### src/rtl/fifo_ctrl_param_pkg.sv
// Shared sizing helpers for the parametrised FIFO controller.
// The storage depth and the occupancy-count width are both derived from the pointer width.
package fifo_ctrl_param_pkg;

   localparam int unsigned DefaultDataWidth    = 10;
   localparam int unsigned DefaultAddressWidth = 8;

   function automatic int unsigned fifo_depth(input int unsigned aw);
      return 32'd1 << aw;
   endfunction

   // One extra bit so the count can represent a completely full FIFO.
   function automatic int unsigned count_width(input int unsigned aw);
      return aw + 32'd1;
   endfunction

endpackage

### src/rtl/fifo_ctrl_param_if.sv
// Handshake, threshold and status bundle between the FIFO and its producer/consumer.
// The master side drives the requests; the slave side is the FIFO itself.
interface fifo_ctrl_param_if #(
   parameter int unsigned data_width    = fifo_ctrl_param_pkg::DefaultDataWidth,
   parameter int unsigned address_width = fifo_ctrl_param_pkg::DefaultAddressWidth
) ();

   localparam int unsigned CountWidth = fifo_ctrl_param_pkg::count_width(address_width);

   logic                  wr_enable;
   logic                  rd_enable;
   logic [data_width-1:0] FIFO_data_in;
   logic [CountWidth-1:0] almost_full_thr;
   logic [CountWidth-1:0] almost_empty_thr;
   logic                  err_clear;
   logic [data_width-1:0] FIFO_data_out;
   logic                  data_valid;
   logic [CountWidth-1:0] fifo_count;
   logic                  full;
   logic                  empty;
   logic                  almost_full;
   logic                  almost_empty;
   logic                  overflow_err;
   logic                  underflow_err;

   modport master (
      output wr_enable, rd_enable, FIFO_data_in, almost_full_thr, almost_empty_thr, err_clear,
      input  FIFO_data_out, data_valid, fifo_count, full, empty, almost_full, almost_empty,
             overflow_err, underflow_err
   );

   modport slave (
      input  wr_enable, rd_enable, FIFO_data_in, almost_full_thr, almost_empty_thr, err_clear,
      output FIFO_data_out, data_valid, fifo_count, full, empty, almost_full, almost_empty,
             overflow_err, underflow_err
   );

endinterface

### src/rtl/fifo_ctrl_param_ram_2p.sv
// Two-port storage: one write port and one registered read port.
// The array itself is never reset; only the read-data register is.
module fifo_ctrl_param_ram_2p #(
   parameter int unsigned data_width    = 10,
   parameter int unsigned address_width = 8
) (
   input  logic                     clk,
   input  logic                     reset,
   input  logic                     we,
   input  logic [address_width-1:0] waddr,
   input  logic [data_width-1:0]    wdata,
   input  logic                     re,
   input  logic [address_width-1:0] raddr,
   output logic [data_width-1:0]    rdata
);
   import fifo_ctrl_param_pkg::*;

   logic [data_width-1:0] mem [fifo_depth(address_width)];
   logic [data_width-1:0] rdata_q;

   always_ff @(posedge clk) begin
      if (we) begin
         mem[waddr] <= wdata;
      end
   end

   // Read-before-write on an address collision returns the old word, which is what a
   // simultaneous read/write on a full FIFO needs.
   always_ff @(posedge clk or negedge reset) begin
      if (!reset) begin
         rdata_q <= '0;
      end else if (re) begin
         rdata_q <= mem[raddr];
      end
   end

   assign rdata = rdata_q;

endmodule

### src/rtl/fifo_ctrl_param.sv
// Synchronous FIFO controller with its own pointers, storage, occupancy count,
// threshold flags and sticky overflow/underflow errors.
module fifo_ctrl_param #(
   parameter int unsigned data_width    = 10,
   parameter int unsigned address_width = 8
) (
   input  logic               clk,
   input  logic               reset,
   fifo_ctrl_param_if.slave   bus
);
   import fifo_ctrl_param_pkg::*;

   localparam int unsigned CountWidth = count_width(address_width);
   localparam logic [CountWidth-1:0] DepthCount = {1'b1, {address_width{1'b0}}};

   logic [address_width-1:0] wr_ptr_q, rd_ptr_q;
   logic [CountWidth-1:0]    count_q, count_d;
   logic                     valid_q;
   logic                     ovf_q, ovf_d;
   logic                     udf_q, udf_d;
   logic                     wr_acc, rd_acc;
   logic                     full, empty;

   assign full   = (count_q == DepthCount);
   assign empty  = (count_q == '0);
   assign rd_acc = bus.rd_enable && !empty;
   // A read in the same cycle frees a slot, so a write on a full FIFO still goes through.
   assign wr_acc = bus.wr_enable && (!full || rd_acc);

   always_comb begin
      count_d = count_q;
      unique case ({wr_acc, rd_acc})
         2'b10:   count_d = count_q + CountWidth'(1);
         2'b01:   count_d = count_q - CountWidth'(1);
         default: count_d = count_q;
      endcase
      // Setting wins over a simultaneous clear.
      ovf_d = (bus.wr_enable && full && !rd_acc) || (ovf_q && !bus.err_clear);
      udf_d = (bus.rd_enable && empty) || (udf_q && !bus.err_clear);
   end

   always_ff @(posedge clk or negedge reset) begin
      if (!reset) begin
         wr_ptr_q <= '0;
         rd_ptr_q <= '0;
         count_q  <= '0;
         valid_q  <= 1'b0;
         ovf_q    <= 1'b0;
         udf_q    <= 1'b0;
      end else begin
         if (wr_acc) wr_ptr_q <= wr_ptr_q + address_width'(1);
         if (rd_acc) rd_ptr_q <= rd_ptr_q + address_width'(1);
         count_q <= count_d;
         valid_q <= rd_acc;
         ovf_q   <= ovf_d;
         udf_q   <= udf_d;
      end
   end

   fifo_ctrl_param_ram_2p #(
      .data_width    (data_width),
      .address_width (address_width)
   ) u_ram_2p (
      .clk   (clk),
      .reset (reset),
      .we    (wr_acc),
      .waddr (wr_ptr_q),
      .wdata (bus.FIFO_data_in),
      .re    (rd_acc),
      .raddr (rd_ptr_q),
      .rdata (bus.FIFO_data_out)
   );

   assign bus.data_valid    = valid_q;
   assign bus.fifo_count    = count_q;
   assign bus.full          = full;
   assign bus.empty         = empty;
   assign bus.almost_full   = (count_q >= bus.almost_full_thr);
   assign bus.almost_empty  = (count_q <= bus.almost_empty_thr);
   assign bus.overflow_err  = ovf_q;
   assign bus.underflow_err = udf_q;

endmodule

### src/flat_wrapper.sv
// flat-port wrapper written by rule: the top's interface ports become plain ports
module fifo_ctrl_param_flat import fifo_ctrl_param_pkg::*;
#(
   parameter int unsigned data_width    = 10,
   parameter int unsigned address_width = 8
)
  (clk, reset, bus_wr_enable, bus_rd_enable, bus_FIFO_data_in, bus_almost_full_thr, bus_almost_empty_thr, bus_err_clear, bus_FIFO_data_out, bus_data_valid, bus_fifo_count, bus_full, bus_empty, bus_almost_full, bus_almost_empty, bus_overflow_err, bus_underflow_err);
  fifo_ctrl_param_if #(.data_width(data_width), .address_width(address_width)) bus_i ();
  input  logic clk;
  input  logic reset;
  input wire logic [$bits(bus_i.wr_enable)-1:0] bus_wr_enable;
  input wire logic [$bits(bus_i.rd_enable)-1:0] bus_rd_enable;
  input wire logic [$bits(bus_i.FIFO_data_in)-1:0] bus_FIFO_data_in;
  input wire logic [$bits(bus_i.almost_full_thr)-1:0] bus_almost_full_thr;
  input wire logic [$bits(bus_i.almost_empty_thr)-1:0] bus_almost_empty_thr;
  input wire logic [$bits(bus_i.err_clear)-1:0] bus_err_clear;
  output wire logic [$bits(bus_i.FIFO_data_out)-1:0] bus_FIFO_data_out;
  output wire logic [$bits(bus_i.data_valid)-1:0] bus_data_valid;
  output wire logic [$bits(bus_i.fifo_count)-1:0] bus_fifo_count;
  output wire logic [$bits(bus_i.full)-1:0] bus_full;
  output wire logic [$bits(bus_i.empty)-1:0] bus_empty;
  output wire logic [$bits(bus_i.almost_full)-1:0] bus_almost_full;
  output wire logic [$bits(bus_i.almost_empty)-1:0] bus_almost_empty;
  output wire logic [$bits(bus_i.overflow_err)-1:0] bus_overflow_err;
  output wire logic [$bits(bus_i.underflow_err)-1:0] bus_underflow_err;
  assign bus_i.wr_enable = bus_wr_enable;
  assign bus_i.rd_enable = bus_rd_enable;
  assign bus_i.FIFO_data_in = bus_FIFO_data_in;
  assign bus_i.almost_full_thr = bus_almost_full_thr;
  assign bus_i.almost_empty_thr = bus_almost_empty_thr;
  assign bus_i.err_clear = bus_err_clear;
  assign bus_FIFO_data_out = bus_i.FIFO_data_out;
  assign bus_data_valid = bus_i.data_valid;
  assign bus_fifo_count = bus_i.fifo_count;
  assign bus_full = bus_i.full;
  assign bus_empty = bus_i.empty;
  assign bus_almost_full = bus_i.almost_full;
  assign bus_almost_empty = bus_i.almost_empty;
  assign bus_overflow_err = bus_i.overflow_err;
  assign bus_underflow_err = bus_i.underflow_err;
  fifo_ctrl_param #(.data_width(data_width), .address_width(address_width)) u_core (.clk(clk), .reset(reset), .bus(bus_i));
endmodule
### config.mk
export PLATFORM = sky130hd
export DESIGN_NAME = fifo_ctrl_param_flat
export DESIGN_NICKNAME = d
export VERILOG_FILES = /design/src/rtl/fifo_ctrl_param_pkg.sv /design/src/rtl/fifo_ctrl_param_if.sv /design/src/rtl/fifo_ctrl_param_ram_2p.sv /design/src/rtl/fifo_ctrl_param.sv /design/src/flat_wrapper.sv
export SDC_FILE = /design/constraint.sdc
export NUM_CORES = 2
export LEC_CHECK = 0
export CORE_MARGIN = 2
export CORE_UTILIZATION = 25
export DETAILED_ROUTE_END_ITERATION = 7
export DONT_BUFFER_PORTS = 1
export PLACE_DENSITY_LB_ADDON = 0.12
export SKIP_LAST_GASP = 1
export SLEW_MARGIN = 30
export SYNTH_ARGS = -nofsm -noshare
export SYNTH_HDL_FRONTEND = slang
export SYNTH_HIERARCHICAL = 1
export SYNTH_SLANG_ARGS = --single-unit
export TNS_END_PERCENT = 1
### constraint.sdc
create_clock -name clk -period 4.1 [get_ports clk]
set_clock_uncertainty 0.2 [all_clocks]
set_input_delay 0.82 -clock clk [delete_from_list [all_inputs] [get_ports clk]]
set_output_delay 0.82 -clock clk [all_outputs]
set_load 0.05 [all_outputs]
# --- Yosys cells after proc, flatten, opt, wreduce, memory -nomap -nowiden ---
# Memories as Yosys holds them, arrays and structs flattened. A register that Yosys moved wholly into a read port is not among the register bits.
# Index checks and enable logic that the tools add are counted.
classes:
  n_lt_le_gt_ge: 2
  addsub: 4
  reduce_logical: 17
  mux: 3
  eq_ne: 3
ops:
  columns: ["op", "n"]
  rows:
  - ["9-bit case mux with 2 select lines", 1]
  - ["8-bit by 1-bit adder with 8-bit output (second input constant)", 2]
  - ["9-bit by 1-bit adder with 9-bit output (second input constant)", 1]
  - ["9-bit == test (second input constant)", 1]
  - ["9-bit greater-or-equal comparator", 1]
  - ["9-bit less-or-equal comparator", 1]
  - ["9-bit zero test", 1]
  - ["9-bit by 1-bit subtractor with 9-bit output (second input constant)", 1]
  - ["1-bit logical AND", 7]
  - ["1-bit zero test", 5]
  - ["1-bit logical OR", 3]
  - ["2-bit by 1-bit == test with 1-bit output (second input constant)", 1]
  - ["2-bit == test (second input constant)", 1]
  - ["1-bit two-way mux", 2]
  - ["2-bit nonzero test", 1]
totals:
  ff_bits: 28
  wordCells: 36
  in_bits: 33
  n_memories: 1
  output_inout_bits: 26
  mem_bits_rw: 2560
memory_table:
  columns: ["memory", "words", "word_bits", "rd", "rd_ports_with_merged_regs", "wr", "line", "rtl"]
  rows:
  - ["u_core.u_ram_2p.mem", 256, 10, 1, 1, 1, "fifo_ctrl_param_ram_2p.sv:18", "logic [data_width-1:0] mem [fifo_depth(address_width)];"]

# --- Depth between registers and ports, before layout ---
depth:
  word_depth: 7
  ltp_mapped: 13
  mapped_depth_nobuf: 10

# --- Hierarchy ---
# Netlist, hierarchy kept.
by_module_without_submodules:
  columns: ["mod", "seq_area_each_um2", "cells_per_inst", "instances", "area_each_um2"]
  rows:
  - ["fifo_ctrl_param_ram_2p", 77124.0, 4833, 1, 100149.8]
  - ["fifo_ctrl_param", 700.7, 200, 1, 1996.9]

# --- Worst setup path before layout ---
# Ideal clock, no wire load.
synth_path:
  kind: "input port to output port"
  startpoint: "in bus_almost_empty_thr[5]"
  endpoint: "out bus_almost_empty"
  path_stages: 6
  slack_ps: 249
  t_required_ps: 3080
  arrival_time_ps: 2831
  n_path_buf: 0
  path_cell_list: "inv_1 > ha_1 > a21o_1 > a21o_1 > a211o_1 > o21ai_0"
synth_between:
  elab_chain_cells: 1
synth_lines:
  columns: ["element", "line", "rtl"]
  rows:
  - ["start, declared", "flat_wrapper.sv:15", "input wire logic [$bits(bus_i.almost_empty_thr)-1:0] bus_almost_empty_thr;"]
  - ["9-bit less-or-equal comparator", "fifo_ctrl_param.sv:79", "assign bus.almost_empty = (count_q <= bus.almost_empty_thr);"]
  - ["end, declared", "flat_wrapper.sv:23", "output wire logic [$bits(bus_i.almost_empty)-1:0] bus_almost_empty;"]
# No other way between the ends.

==> impl_metrics.env <==
export IMPL_cp_arrival_ns=4.57
export IMPL_layout_min_cycle_time_ns=3.96
export IMPL_place_inst=10569
export IMPL_fmax_mhz=252
export IMPL_slowest_delay_ns=0.82
export IMPL_hold_path_endpoint="u_core/u_ram_2p/mem[184][9]"
export IMPL_startpoint_type="register"
export IMPL_r2r_slack_ns=0.14
export IMPL_p_seq_share_pct=37.4
export IMPL_finalCritPeriodShare_pct=96.7
export IMPL_crit_chain="buf_12 -> buf_4 -> buf_12 -> buf_4 -> mux4_2 -> and2_1 -> a211oi_1 -> nor3_1 -> nand4_1 -> o211ai_2"
export IMPL_holdWs_ns=-0.0522
export IMPL_crit_slowest_cell="a211oi_1"
export IMPL_switchingPower_w=0.0268
export IMPL_hpwl_mm=213
export IMPL_ctsRootBufferMaster="clkbuf_16"
export IMPL_cts_buffers=307
export IMPL_worst_setup_path_type="register to register"
export IMPL_power_density_nw_per_um2=668
export IMPL_synth_nets=5094
export IMPL_grt_pass1_wl_mm=470
export IMPL_ios=59
export IMPL_power_frac_comb_pct=29.5
export IMPL_yosysSeqAreaShare_pct=76.2
export IMPL_layout_commonest_cell="edfxtp_1"
export IMPL_rows=234
export IMPL_vdd_ir_drop_max_uv=399
export IMPL_grt_remaining_overflow=0
export IMPL_synth_cell_area_sq_um=102000
export IMPL_grt_pass1_vias=53162
export IMPL_drt_wl_total_mm=347
export IMPL_total_power_w=0.0810
export IMPL_end_kind="register"
export IMPL_cp_max_fo=23
export IMPL_rsz0062_at_grt="false"
export IMPL_nets=5540
export IMPL_clock_sinks=2598
export IMPL_hold_path_startpoint="bus_FIFO_data_in[9]"
export IMPL_postLayoutCellArea_sq_um=121000
export IMPL_mostFrequentLayoutCells="2,560 x edfxtp_1, 435 x mux4_2, 378 x mux2i_1"
export IMPL_drv_slew=0
export IMPL_synthFlopType="edfxtp_1"
export IMPL_yosys_register_bits=2598
export IMPL_track_usage_pct=16.3
export IMPL_die_width_um=643
export IMPL_hp_class="primary input to register"
export IMPL_slew_headroom_pct=21.4
export IMPL_tns_ns=0
export IMPL_die_area_sq_um=414000
export IMPL_p_int_w=0.0542
export IMPL_failed_checks="negative hold slack"
export IMPL_final_hold_viol_count=8
export IMPL_synthCells=5033
export IMPL_ant_nets=0
export IMPL_worst_pin_slew_ns=1.18
export IMPL_initial_utilization_pct=25.1
export IMPL_htree_levels=5
export IMPL_vias=52596
export IMPL_drive_gt1_share_pct=26.4
export IMPL_leakagePower_nw=38.2
export IMPL_synthToLayoutAreaGrowth_pct=18.7
export IMPL_timing_rr_end="u_core/u_ram_2p/rdata[7]"
export IMPL_ys_async_sr_fraction_pct=1.46
export IMPL_synth_avg_cell_area_sq_um=20.3
export IMPL_rr_worst_depth=10
export IMPL_min_path_cells=0
export IMPL_cts_tree="built"
export IMPL_finalSetupViolCount=0
export IMPL_fin_util_pct=29.8
export IMPL_dpl_instance_area_sq_um=111000
export IMPL_fin_cells=11155
export IMPL_wl_per_cell_um=31.1
export IMPL_grt_max_degree=257
export IMPL_yosysUniqueCellTypes=79
export IMPL_core_area_sq_um=406000
export IMPL_port_buffers=0
export IMPL_synth_edff_count=2560
export IMPL_outcome="complete, but fails checks"
export IMPL_clock_power_share_pct=33.1
export IMPL_antenna_found_initial=31
export IMPL_cts_max_path_buffers=4
export IMPL_first_pass_iters=7
export IMPL_p_sw_share_pct=33.1
export IMPL_clk_pin_slew_ns=0.06
export IMPL_fp_dieH_um=643
export IMPL_drc_errors=0
export IMPL_clk_latency_ns=0.93
export IMPL_drv_cap=0
export IMPL_crit_required_ns=4.71
export IMPL_worstReg2RegStart="u_core/rd_ptr_q[0]"
export IMPL_vias_per_cell=4.72
export IMPL_drtIter0Drc=4575
export IMPL_yosys_warnings=6
export IMPL_gp_congestion=0.802
==> final cells by class <==
class                      instances  area [sq um]
fill                           39746        285000
sequential                      2598         77800
multi-input combinational       2102         22400
clock buffer                     388          8150
tap                             5428          6790
timing repair buffer             437          4340
clock inverter                   157          1610
inverter                          33           130
antenna                           12          30.0
==> cells in the mapped netlist, types with 7 or more instances <==
cell / n / area [sq um]
a22oi_1: 103 / 773
nand2b_1: 7 / 43.8
buf_12: 38 / 761
o221ai_1: 79 / 692
mux4_2: 435 / 9800
a22o_1: 11 / 96.3
buf_1: 12 / 45.0
mux4_1: 25 / 657
nor4_1: 13 / 81.3
o21ai_0: 37 / 185
a211oi_1: 52 / 390
nor2_1: 287 / 1080
a21o_1: 8 / 60.1
buf_4: 20 / 150
nor3_1: 31 / 155
nand4_1: 25 / 156
buf_8: 17 / 255
buf_6: 37 / 417
ha_1: 27 / 338
a21oi_1: 93 / 465
dfrtp_1: 38 / 951
xnor2_1: 14 / 123
nand3_1: 56 / 280
inv_1: 31 / 116
edfxtp_1: 2560 / 76900
xor2_1: 7 / 61.3
clkbuf_1: 101 / 379
and2_1: 7 / 43.8
nand2_1: 144 / 541
o221ai_2: 8 / 120
nor2b_1: 14 / 87.6
mux2i_1: 378 / 3780
o22ai_1: 130 / 813
buf_2: 73 / 365
a31oi_1: 13 / 81.3
==> critical path, delay by kind of cell (launching register included) <==
family / cells / cell delay (ns)
AOI/OAI and AO/OA: 2 / 0.90
buffers and inverters: 4 / 0.91
DFF: 1 / 0.61
muxes: 1 / 0.53
and+or+nand+nor: 3 / 0.63
==> logic make-up after synthesis <==
group           after synthesis  share of synthesized area, %
fa+ha+maj                    28                         0.350
flops                      2598                          76.2
buf+inv                     333                          2.46
simple gates                615                          2.65
compound gates              592                          4.13
mux                         846                          14.0
xor+xnor                     21                         0.180
==> stage by stage <==
stage / setup WS (ns) / hold WS, ns
after floorplan: 0.249 / 0.271
after global placement: -1.04 / 0.326
after detailed placement: 0.145 / 0.326
after CTS: 0.0286 / 0.00939
after global routing: 0.0334 / 0.0153
final: 0.137 / -0.0522
==> what timing repair did <==
item	CTS	global route
setup endpoints to repair	0	1
setup buffers	0	2
hold buffers	17	5
hold endpoints to repair	322	106
resized for setup	0	2
==> power by group through the flow <==
| stage | Clock, W | Combinational [W] | Sequential [W] |
|---|---|---|---|
| after global placement | 0 | 0.0240 | 0.0309 |
| after detailed placement | 0 | 0.0240 | 0.0309 |
| final | 0.0268 | 0.0239 | 0.0303 |
| after global routing | 0.0286 | 0.0250 | 0.0303 |
| after CTS | 0.0276 | 0.0242 | 0.0303 |
| after floorplan | 0 | 0.0140 | 0.0307 |
==> worst max path at each step <==
stage,from,end,slack [ns],cells past startpoint
4_1_cts,u_core/bus.fifo_count[0],bus_almost_full,0.03,9
5_1_grt,u_core/rd_ptr_q[0],u_core/u_ram_2p/rdata[7],0.03,10
3_5_place_dp,u_core/rd_ptr_q[0],u_core/u_ram_2p/rdata[7],0.15,10
3_3_place_gp,u_core/rd_ptr_q[0],u_core/u_ram_2p/rdata[5],-1.04,9
2_1_floorplan,bus_almost_empty_thr[5],bus_almost_empty,0.25,6
6_report,u_core/rd_ptr_q[0],u_core/u_ram_2p/rdata[7],0.14,10
==> layer usage <==
layer | vias up | global-route usage, % | wire, um
li1 | 21863 | - | -
met1 | 29006 | 23.0 | 159000
met2 | 1361 | 26.5 | 164000
met3 | 366 | 2.61 | 16600
met4 | 0 | 3.59 | 7160
met5 | - | 0 | 0
==> state kept, by name, summed over array words and instances (netlist names) <==
register                  cells
u_core/bus.data_valid         1
u_core/bus.fifo_count         9
u_core/bus.overflow_err       1
u_core/bus.underflow_err      1
u_core/rd_ptr_q               8
u_core/u_ram_2p/mem        2560
u_core/u_ram_2p/rdata        10
u_core/wr_ptr_q               8
Power figures use the tool's default switching activity.
